## src/rtl/a2d_round_robin_sched_if.sv

```systemverilog
// SPI master handshake between the A2D scheduler and the shared SPI engine.
// The scheduler issues strobes and frames; the SPI side answers with done/resp.
interface a2d_round_robin_sched_if;
    logic        snd;
    logic [15:0] cmd;
    logic        done;
    logic [15:0] resp;

    modport master (output snd, output cmd, input done, input resp);
    modport slave  (input snd, input cmd, output done, output resp);
endinterface

```

## src/rtl/a2d_round_robin_sched.sv

```systemverilog
// Round-robin A2D conversion scheduler: battery, current, brake, torque.
// Each slot runs a command frame then a read frame and stores the 12-bit result.
//
// state    | meaning
// ---------+----------------------------------------------------------
// IDLE     | waiting for slot_tick
// CMD      | snd strobe with the channel command frame
// WAIT_CMD | waiting for done on the command frame (watchdog armed)
// GAP      | one deselect cycle between frames
// READ     | snd strobe with the read frame
// WAIT_RD  | waiting for done on the read frame, capture resp (watchdog armed)
// STORE    | write held result, pulse cnv_cmplt, advance slot pointer
module a2d_round_robin_sched #(
    parameter bit FAST_SIM = 1'b0,
    parameter int TIMEOUT  = 1024
) (
    input  logic                     clk,
    input  logic                     rst,
    a2d_round_robin_sched_if.master  spi,
    output logic [11:0]              batt,
    output logic [11:0]              curr,
    output logic [11:0]              brake,
    output logic [11:0]              torque,
    output logic                     cnv_cmplt,
    output logic [1:0]               chnl_upd,
    output logic                     timeout_err
);

    localparam int WD_W = $clog2(TIMEOUT + 1);

    typedef enum logic [2:0] {
        IDLE,
        CMD,
        WAIT_CMD,
        GAP,
        READ,
        WAIT_RD,
        STORE
    } state_t;

    state_t            state;
    state_t            state_nxt;
    logic [13:0]       slot_tmr;
    logic              slot_tick;
    logic [1:0]        ptr;
    logic [WD_W-1:0]   wd_cnt;
    logic              wd_expire;
    logic [11:0]       hold;
    logic [15:0]       cmd_q;
    logic [11:0]       result [4];

    function automatic logic [2:0] chan_of(input logic [1:0] slot);
        case (slot)
            2'd0:    return 3'd0;
            2'd1:    return 3'd1;
            2'd2:    return 3'd3;
            default: return 3'd4;
        endcase
    endfunction

    assign slot_tick = FAST_SIM ? (&slot_tmr[9:0]) : (&slot_tmr);

    assign spi.snd = (state == CMD) || (state == READ);
    assign spi.cmd = cmd_q;

    assign batt   = result[0];
    assign curr   = result[1];
    assign brake  = result[2];
    assign torque = result[3];

    // A done landing on the final watchdog cycle is honoured ahead of the abort.
    always_comb begin
        state_nxt = state;
        wd_expire = 1'b0;
        case (state)
            IDLE:     if (slot_tick) state_nxt = CMD;
            CMD:      state_nxt = WAIT_CMD;
            WAIT_CMD: begin
                if (spi.done) begin
                    state_nxt = GAP;
                end else if (wd_cnt == '0) begin
                    state_nxt = IDLE;
                    wd_expire = 1'b1;
                end
            end
            GAP:      state_nxt = READ;
            READ:     state_nxt = WAIT_RD;
            WAIT_RD:  begin
                if (spi.done) begin
                    state_nxt = STORE;
                end else if (wd_cnt == '0) begin
                    state_nxt = IDLE;
                    wd_expire = 1'b1;
                end
            end
            STORE:    state_nxt = IDLE;
            default:  state_nxt = IDLE;
        endcase
    end

    always_ff @(posedge clk) begin
        if (rst) begin
            state       <= IDLE;
            slot_tmr    <= '0;
            ptr         <= '0;
            wd_cnt      <= '0;
            hold        <= '0;
            cmd_q       <= '0;
            cnv_cmplt   <= 1'b0;
            chnl_upd    <= '0;
            timeout_err <= 1'b0;
            for (int i = 0; i < 4; i++) result[i] <= '0;
        end else begin
            state     <= state_nxt;
            slot_tmr  <= slot_tmr + 14'd1;
            cnv_cmplt <= 1'b0;

            if (state == IDLE && slot_tick) cmd_q <= {2'b00, chan_of(ptr), 11'h000};
            if (state == GAP)               cmd_q <= 16'h0000;

            // Down-counter reloads as each wait state is entered.
            if (state == CMD || state == READ) begin
                wd_cnt <= WD_W'(TIMEOUT - 1);
            end else if ((state == WAIT_CMD || state == WAIT_RD) && wd_cnt != '0) begin
                wd_cnt <= wd_cnt - WD_W'(1);
            end

            if (state == WAIT_RD && spi.done) hold <= spi.resp[11:0];

            if (state == STORE) begin
                result[ptr] <= hold;
                cnv_cmplt   <= 1'b1;
                chnl_upd    <= ptr;
                ptr         <= ptr + 2'd1;
            end

            if (wd_expire) begin
                timeout_err <= 1'b1;
                ptr         <= ptr + 2'd1;
            end
        end
    end

endmodule
```

## src/flat_wrapper.sv

```systemverilog
// flat-port wrapper written by rule: the top's interface ports become plain ports
module a2d_round_robin_sched_flat 
#(
    parameter bit FAST_SIM = 1'b0,
    parameter int TIMEOUT  = 1024
)
  (clk, rst, batt, curr, brake, torque, cnv_cmplt, chnl_upd, timeout_err, spi_snd, spi_cmd, spi_done, spi_resp);
  a2d_round_robin_sched_if spi_i ();
  input  logic clk;
  input  logic rst;
  output logic [11:0] batt;
  output logic [11:0] curr;
  output logic [11:0] brake;
  output logic [11:0] torque;
  output logic cnv_cmplt;
  output logic [1:0] chnl_upd;
  output logic timeout_err;
  output wire logic [$bits(spi_i.snd)-1:0] spi_snd;
  output wire logic [$bits(spi_i.cmd)-1:0] spi_cmd;
  input wire logic [$bits(spi_i.done)-1:0] spi_done;
  input wire logic [$bits(spi_i.resp)-1:0] spi_resp;
  assign spi_snd = spi_i.snd;
  assign spi_cmd = spi_i.cmd;
  assign spi_i.done = spi_done;
  assign spi_i.resp = spi_resp;
  a2d_round_robin_sched #(.FAST_SIM(FAST_SIM), .TIMEOUT(TIMEOUT)) u_core (.clk(clk), .rst(rst), .spi(spi_i), .batt(batt), .curr(curr), .brake(brake), .torque(torque), .cnv_cmplt(cnv_cmplt), .chnl_upd(chnl_upd), .timeout_err(timeout_err));
endmodule
```

## config.mk

```make
export PLATFORM = sky130hd
export DESIGN_NAME = a2d_round_robin_sched_flat
export DESIGN_NICKNAME = d
export VERILOG_FILES = /design/src/rtl/a2d_round_robin_sched_if.sv /design/src/rtl/a2d_round_robin_sched.sv /design/src/flat_wrapper.sv
export SDC_FILE = /design/constraint.sdc
export NUM_CORES = 1
export LEC_CHECK = 0
export ABC_AREA = 1
export ABC_CLOCK_PERIOD_IN_PS = 2000
export CORE_MARGIN = 8
export CORE_UTILIZATION = 46
export DETAILED_ROUTE_END_ITERATION = 6
export PLACE_DENSITY = 0.76
export SLEW_MARGIN = 20
export SYNTH_ARGS = -nofsm -noshare
export SYNTH_HDL_FRONTEND = slang
export SYNTH_SLANG_ARGS = --single-unit
```

## constraint.sdc

```tcl
create_clock -name clk -period 2 [get_ports clk]
set_input_delay 0.4 -clock clk [delete_from_list [all_inputs] [get_ports clk]]
set_output_delay 0.4 -clock clk [all_outputs]
set_load 0.005 [all_outputs]
```

### Yosys cells after proc, flatten, opt, wreduce, memory -nomap -nowiden

Memories as Yosys holds them, arrays and structs flattened.
Index checks and enable logic that the tools add are counted.

* flip-flop bits (word level): 49
* latch bits: 0
* memory bits (writable): 48
* memory bits (read-only): 0
* bits of input ports: 19
* output and inout port bits: 69
* memories: 1

Memories
* u_core.result: depth 4, bits a word 12, rd ports 4, clocked after Yosys merged registers in 0, wr ports 4, line a2d_round_robin_sched.sv:50 `logic [11:0] result [4];`

* add/sub/neg operators: 3
* multipliers: 0
* div/mod/pow operators: 0
* order comparisons: 0
* equality and inequality tests: 9
* shift-type cells: 0
* mux-type cells: 21
* bitwise gates (word level): 0
* reduce and logical (&&, ||, !) cells: 16

Operators by type and width (number)
* two-way mux 10 bit: 2
* one-hot mux 3 bit (6 select lines): 1
* adder 14 x 1 -> 14 bit, second input constant: 1
* AND reduction 14 bit: 1
* two-way mux 12 bit: 1
* two-way mux 3 bit: 4
* OR reduction 12 bit: 1
* zero test 11 bit: 1
* nonzero test 11 bit: 1
* subtractor 11 x 1 -> 11 bit, second input constant: 1
* == test 3 bit, second input constant: 3
* two-way mux 1 bit: 9
* one-hot mux 3 bit (3 select lines): 1
* == test 3 x 2 -> 1 bit, second input constant: 2
* two-way mux 2 bit: 3
* OR reduction 2 bit: 3
* nonzero test 2 bit: 2
* == test 3 x 1 -> 1 bit, second input constant: 1
* logical AND 1 bit: 3
* zero test 3 bit: 1
* adder 2 x 1 -> 2 bit, second input constant: 1
* == test 2 x 1 -> 1 bit, second input constant: 1
* == test 2 bit, second input constant: 1
* zero test 2 bit: 1
* other kinds (2): 3

### Logic depth before layout (Yosys ltp)

* depth after elaboration: 6
* gate-level depth with buffers: 10

### Worst setup path before layout

Ideal clock, no wire load.

* kind: register -> register
* start point: register u_core.state[0]
* end point: memory u_core.result[3][0], enable pin
* setup time: 0.400 ns
* data arrival time: 1.746 ns
* slack: -0.147 ns
* stages on the path, launching flop included: 5
* buffers on the path: 1
* cell sequence: dfxtp_1 > buf_2 > nor3_4 > inv_1 > o31ai_1

RTL lines
* from (decl): line a2d_round_robin_sched.sv:41 `state_t state;`
* from (signal assigned): line a2d_round_robin_sched.sv:114 `state <= state_nxt;`
* to (decl): line a2d_round_robin_sched.sv:50

### Final worst setup path

* start point: register u_core.wd_cnt[0]
* end point: register u_core.wd_cnt[9]

* longest elaborated chain between the ends: 3

RTL lines
* from (decl): line a2d_round_robin_sched.sv:46 `logic [WD_W-1:0] wd_cnt;`
* from (signal assigned): line a2d_round_robin_sched.sv:123 `wd_cnt <= WD_W'(TIMEOUT - 1);`
* from (signal assigned): line a2d_round_robin_sched.sv:125 `wd_cnt <= wd_cnt - WD_W'(1);`
* subtractor 11 x 1 -> 11 bit / nonzero test 11 bit (equally long branches): line a2d_round_robin_sched.sv:125, a2d_round_robin_sched.sv:124
* two-way mux 10 bit / logical AND 1 bit (equally long branches): line a2d_round_robin_sched.sv:124 `end else if ((state == WAIT_CMD || state == WAIT_RD) && wd_cnt != '0) begin`
* two-way mux 10 bit / nonzero test 2 bit (equally long branches)

Several ways; a longest one is shown, not always the timed one. The select of a mux whose other input is x is not followed.
A chain may end at the register's enable or synchronous reset.

==> flow_summary.toml <==
[grt]
grt_max_degree = 25
grt_first_pass_wirelength_microns = 15300
grt.total_usage = 0.149
grt_pass1_vias = 3190
antenna_found_initial = 0
grt_overflow_total = 0

[timing]
slew_viol_final = 0
finalCritPeriodShare = 0.857
rsz0062_at_grt = "false"
clock_skew_ns = 0.00720
layout_min_cycle_time_ns = 1.71
fmax_ghz = 0.583
setup_viol = 0
timing.setup.tns_ns = 0
hold_viol_final = 0

[cts]
clk_path_buf_depth = 2
clkSinkCount = 97
clk_latency_ns = 0.35
htreeDepth = 3
cts_buffers = 9
root_buffer = "clkbuf_8"
cts_tree = "done"
clk_pin_slew_worst_paths_ns = 0.09
hold_buffers = 0

[final_layout]
nets = 553
drive_above_1_share = 0.107
num_antenna_cells = 0
layout_commonest_cell = "nor2_1"
syn_to_final_growth_pct = 26.5
mostFrequentLayoutCells = "75 x nor2_1, 69 x clkdlybuf4s50_1, 53 x nand2_1"

[worst_setup_path]
cp-start-kind = "register"
critPathMaxFanout = 12
endpoint_kind = "register"
required_ns = 2.24
crit_type = "register to register"
r2r_start = "u_core.wd_cnt[0]"
ff2ff_setup_slack_ns = 0.29
arrival_ns = 1.95
ff2ff_path_depth = 7
reg2reg_to = "u_core.wd_cnt[9]"

[synth]
ys_seq_area_frac = 0.587
synth-seq-cells = 97
avgSynthCellArea_sq_um = 9.23
synth_top_cell_area_share = 0.349
synth_cells = 447
synth-main-ff-cell = "dfxtp_1"
yosys.cell_types.count = 37
synth_top_area_cell = "edfxtp_1"
async_flop_share = 0
synth.area.top_cells = "edfxtp_1 35%, dfxtp_1 24%, nor2_1 6.9%"
synth_edf_count = 48
syn_area_sq_mm = 0.00413
ys_warn_count = 0

[run_status]
status = "completed"

[power]
internal-power_mw = 2.82
leakagePower_nw = 1.97
seq_power_share = 0.589
p_per_area_mw_per_mm2 = 692
p_sw_mw = 0.792
max-vdd-ir-drop_mv = 0.413
swShare = 0.219
clock_power_share = 0.359
finalPower_mw = 3.61
combPwrFrac = 0.053

[placed_design]
port_buffers = 70
dp_hpwl_microns = 6900
gp_congestion = 0.888

[detailed_routing]
vias = 3203
drc = 0
viasPerCell = 4.99
dr.pass1.iters = 4
drt-total-wl_microns = 9130
drtIter0Drc = 169
final_antenna_net_count = 0
post_drt_wl_per_cell_microns = 14.2

[floorplanning]
fp.dieArea_sq_mm = 0.0123
core_area_sq_mm = 0.00872
io_pins = 88
start_util = 0.473
rows = 34
die_x_microns = 111
die_h_microns = 111

[worst_hold_path]
min_from = "u_core.slot_tmr[0]"
min_path_cells = 1
hold_path.class = "register to register"
min_to = "u_core.slot_tmr[0]"

[job]
maxCapViolations = 0
## critical path: stages (launching register included)
cell     delay, ns
dfxtp_1       0.36
inv_1         0.17
ha_1          0.19
nand3_1       0.15
o21ai_4       0.37
nand2_2       0.19
nand2_1       0.11
a21oi_1       0.06
## flip-flops by register name (all words and copies together), names as in the netlist
signal,flops
u_core.slot_tmr,14
u_core.result,48
u_core.ptr,2
u_core.chnl_upd,2
u_core.state,3
u_core.hold,12
u_core.timeout_err,1
u_core.cnv_cmplt,1
u_core.wd_cnt,11
u_core.spi.cmd,3
## area by class of cell
class / instances / area (sq um)
fillers: 743 / 3500
flip-flops and latches: 97 / 2430
multi-input cells: 287 / 1410
repair buffers: 87 / 868
inverters: 47 / 178
well taps: 108 / 135
clock buffers: 9 / 124
clock inverters: 7 / 82.6
## power by group through the flow
stage | registers [mW] | logic, mW | clock network [mW]
2_1_floorplan | 2.18 | 0.0678 | 0
3_3_place_gp | 2.17 | 0.186 | 0
3_5_place_dp | 2.17 | 0.190 | 0
4_1_cts | 2.13 | 0.191 | 1.34
5_1_grt | 2.13 | 0.207 | 1.42
6_report | 2.13 | 0.190 | 1.30
## cells in the mapped netlist (3+ instances only)
library cell  instances
nor2_1               76
nand2_1              53
dfxtp_1              49
edfxtp_1             48
inv_1                43
nand3_1              39
a21oi_1              37
o21ai_0              23
buf_4                14
buf_2                 6
clkbuf_1              6
ha_1                  5
nand2_2               5
nor3_1                5
nand3_2               4
nand3b_1              4
nand4_1               4
inv_2                 3
## metrics by stage
stage / cells / cell area [sq um] / util / setup slack [ns] / hold slack (ns)
final: 642 / 5220 / 0.599 / 0.286 / 0.464
after global routing: 642 / 5220 / 0.599 / 0.163 / 0.486
after CTS: 641 / 5210 / 0.597 / 0.0115 / 0.467
after detailed placement: 625 / 5000 / 0.573 / 0.215 / 0.452
after floorplan: 459 / 4180 / - / 0.221 / 0.418
after global placement: 625 / 5000 / 0.573 / 0.243 / 0.429
## worst max path at each step
stage | from | end | slack (ns) | cells after the start
finish | u_core.wd_cnt[0] | u_core.wd_cnt[9] | 0.29 | 7
global route | u_core.wd_cnt[0] | u_core.wd_cnt[5] | 0.16 | 7
detailed placement | rst | u_core.result[1][10] | 0.21 | 7
CTS | u_core.state[1] | spi_snd | 0.01 | 4
global placement | rst | u_core.result[1][7] | 0.24 | 7
floorplan | u_core.state[0] | u_core.result[3][0] | 0.22 | 4
## kinds of logic after synthesis
kind of cell | share of synthesized area
xor gates and xnor gates | 0.00424
DFF | 0.587
and+or+nand+nor | 0.219
other | 0.000908
adders and majority gates | 0.0152
buffers and inverters | 0.0849
AOI/OAI and AO/OA | 0.0885
## what timing repair did
item | CTS | global route
endpoints found under the setup margin | 1 | 1
resized for setup | 1 | 4
buffers inserted | 0 | 1
## per-layer routing
metal	track usage	vias up	wire, microns
met5	0	-	0
met4	0.0423	0	72
met3	0.0427	8	564
met2	0.255	102	4460
met1	0.176	1475	4030
li1	-	1618	-
Power figures use the tool's default switching activity.
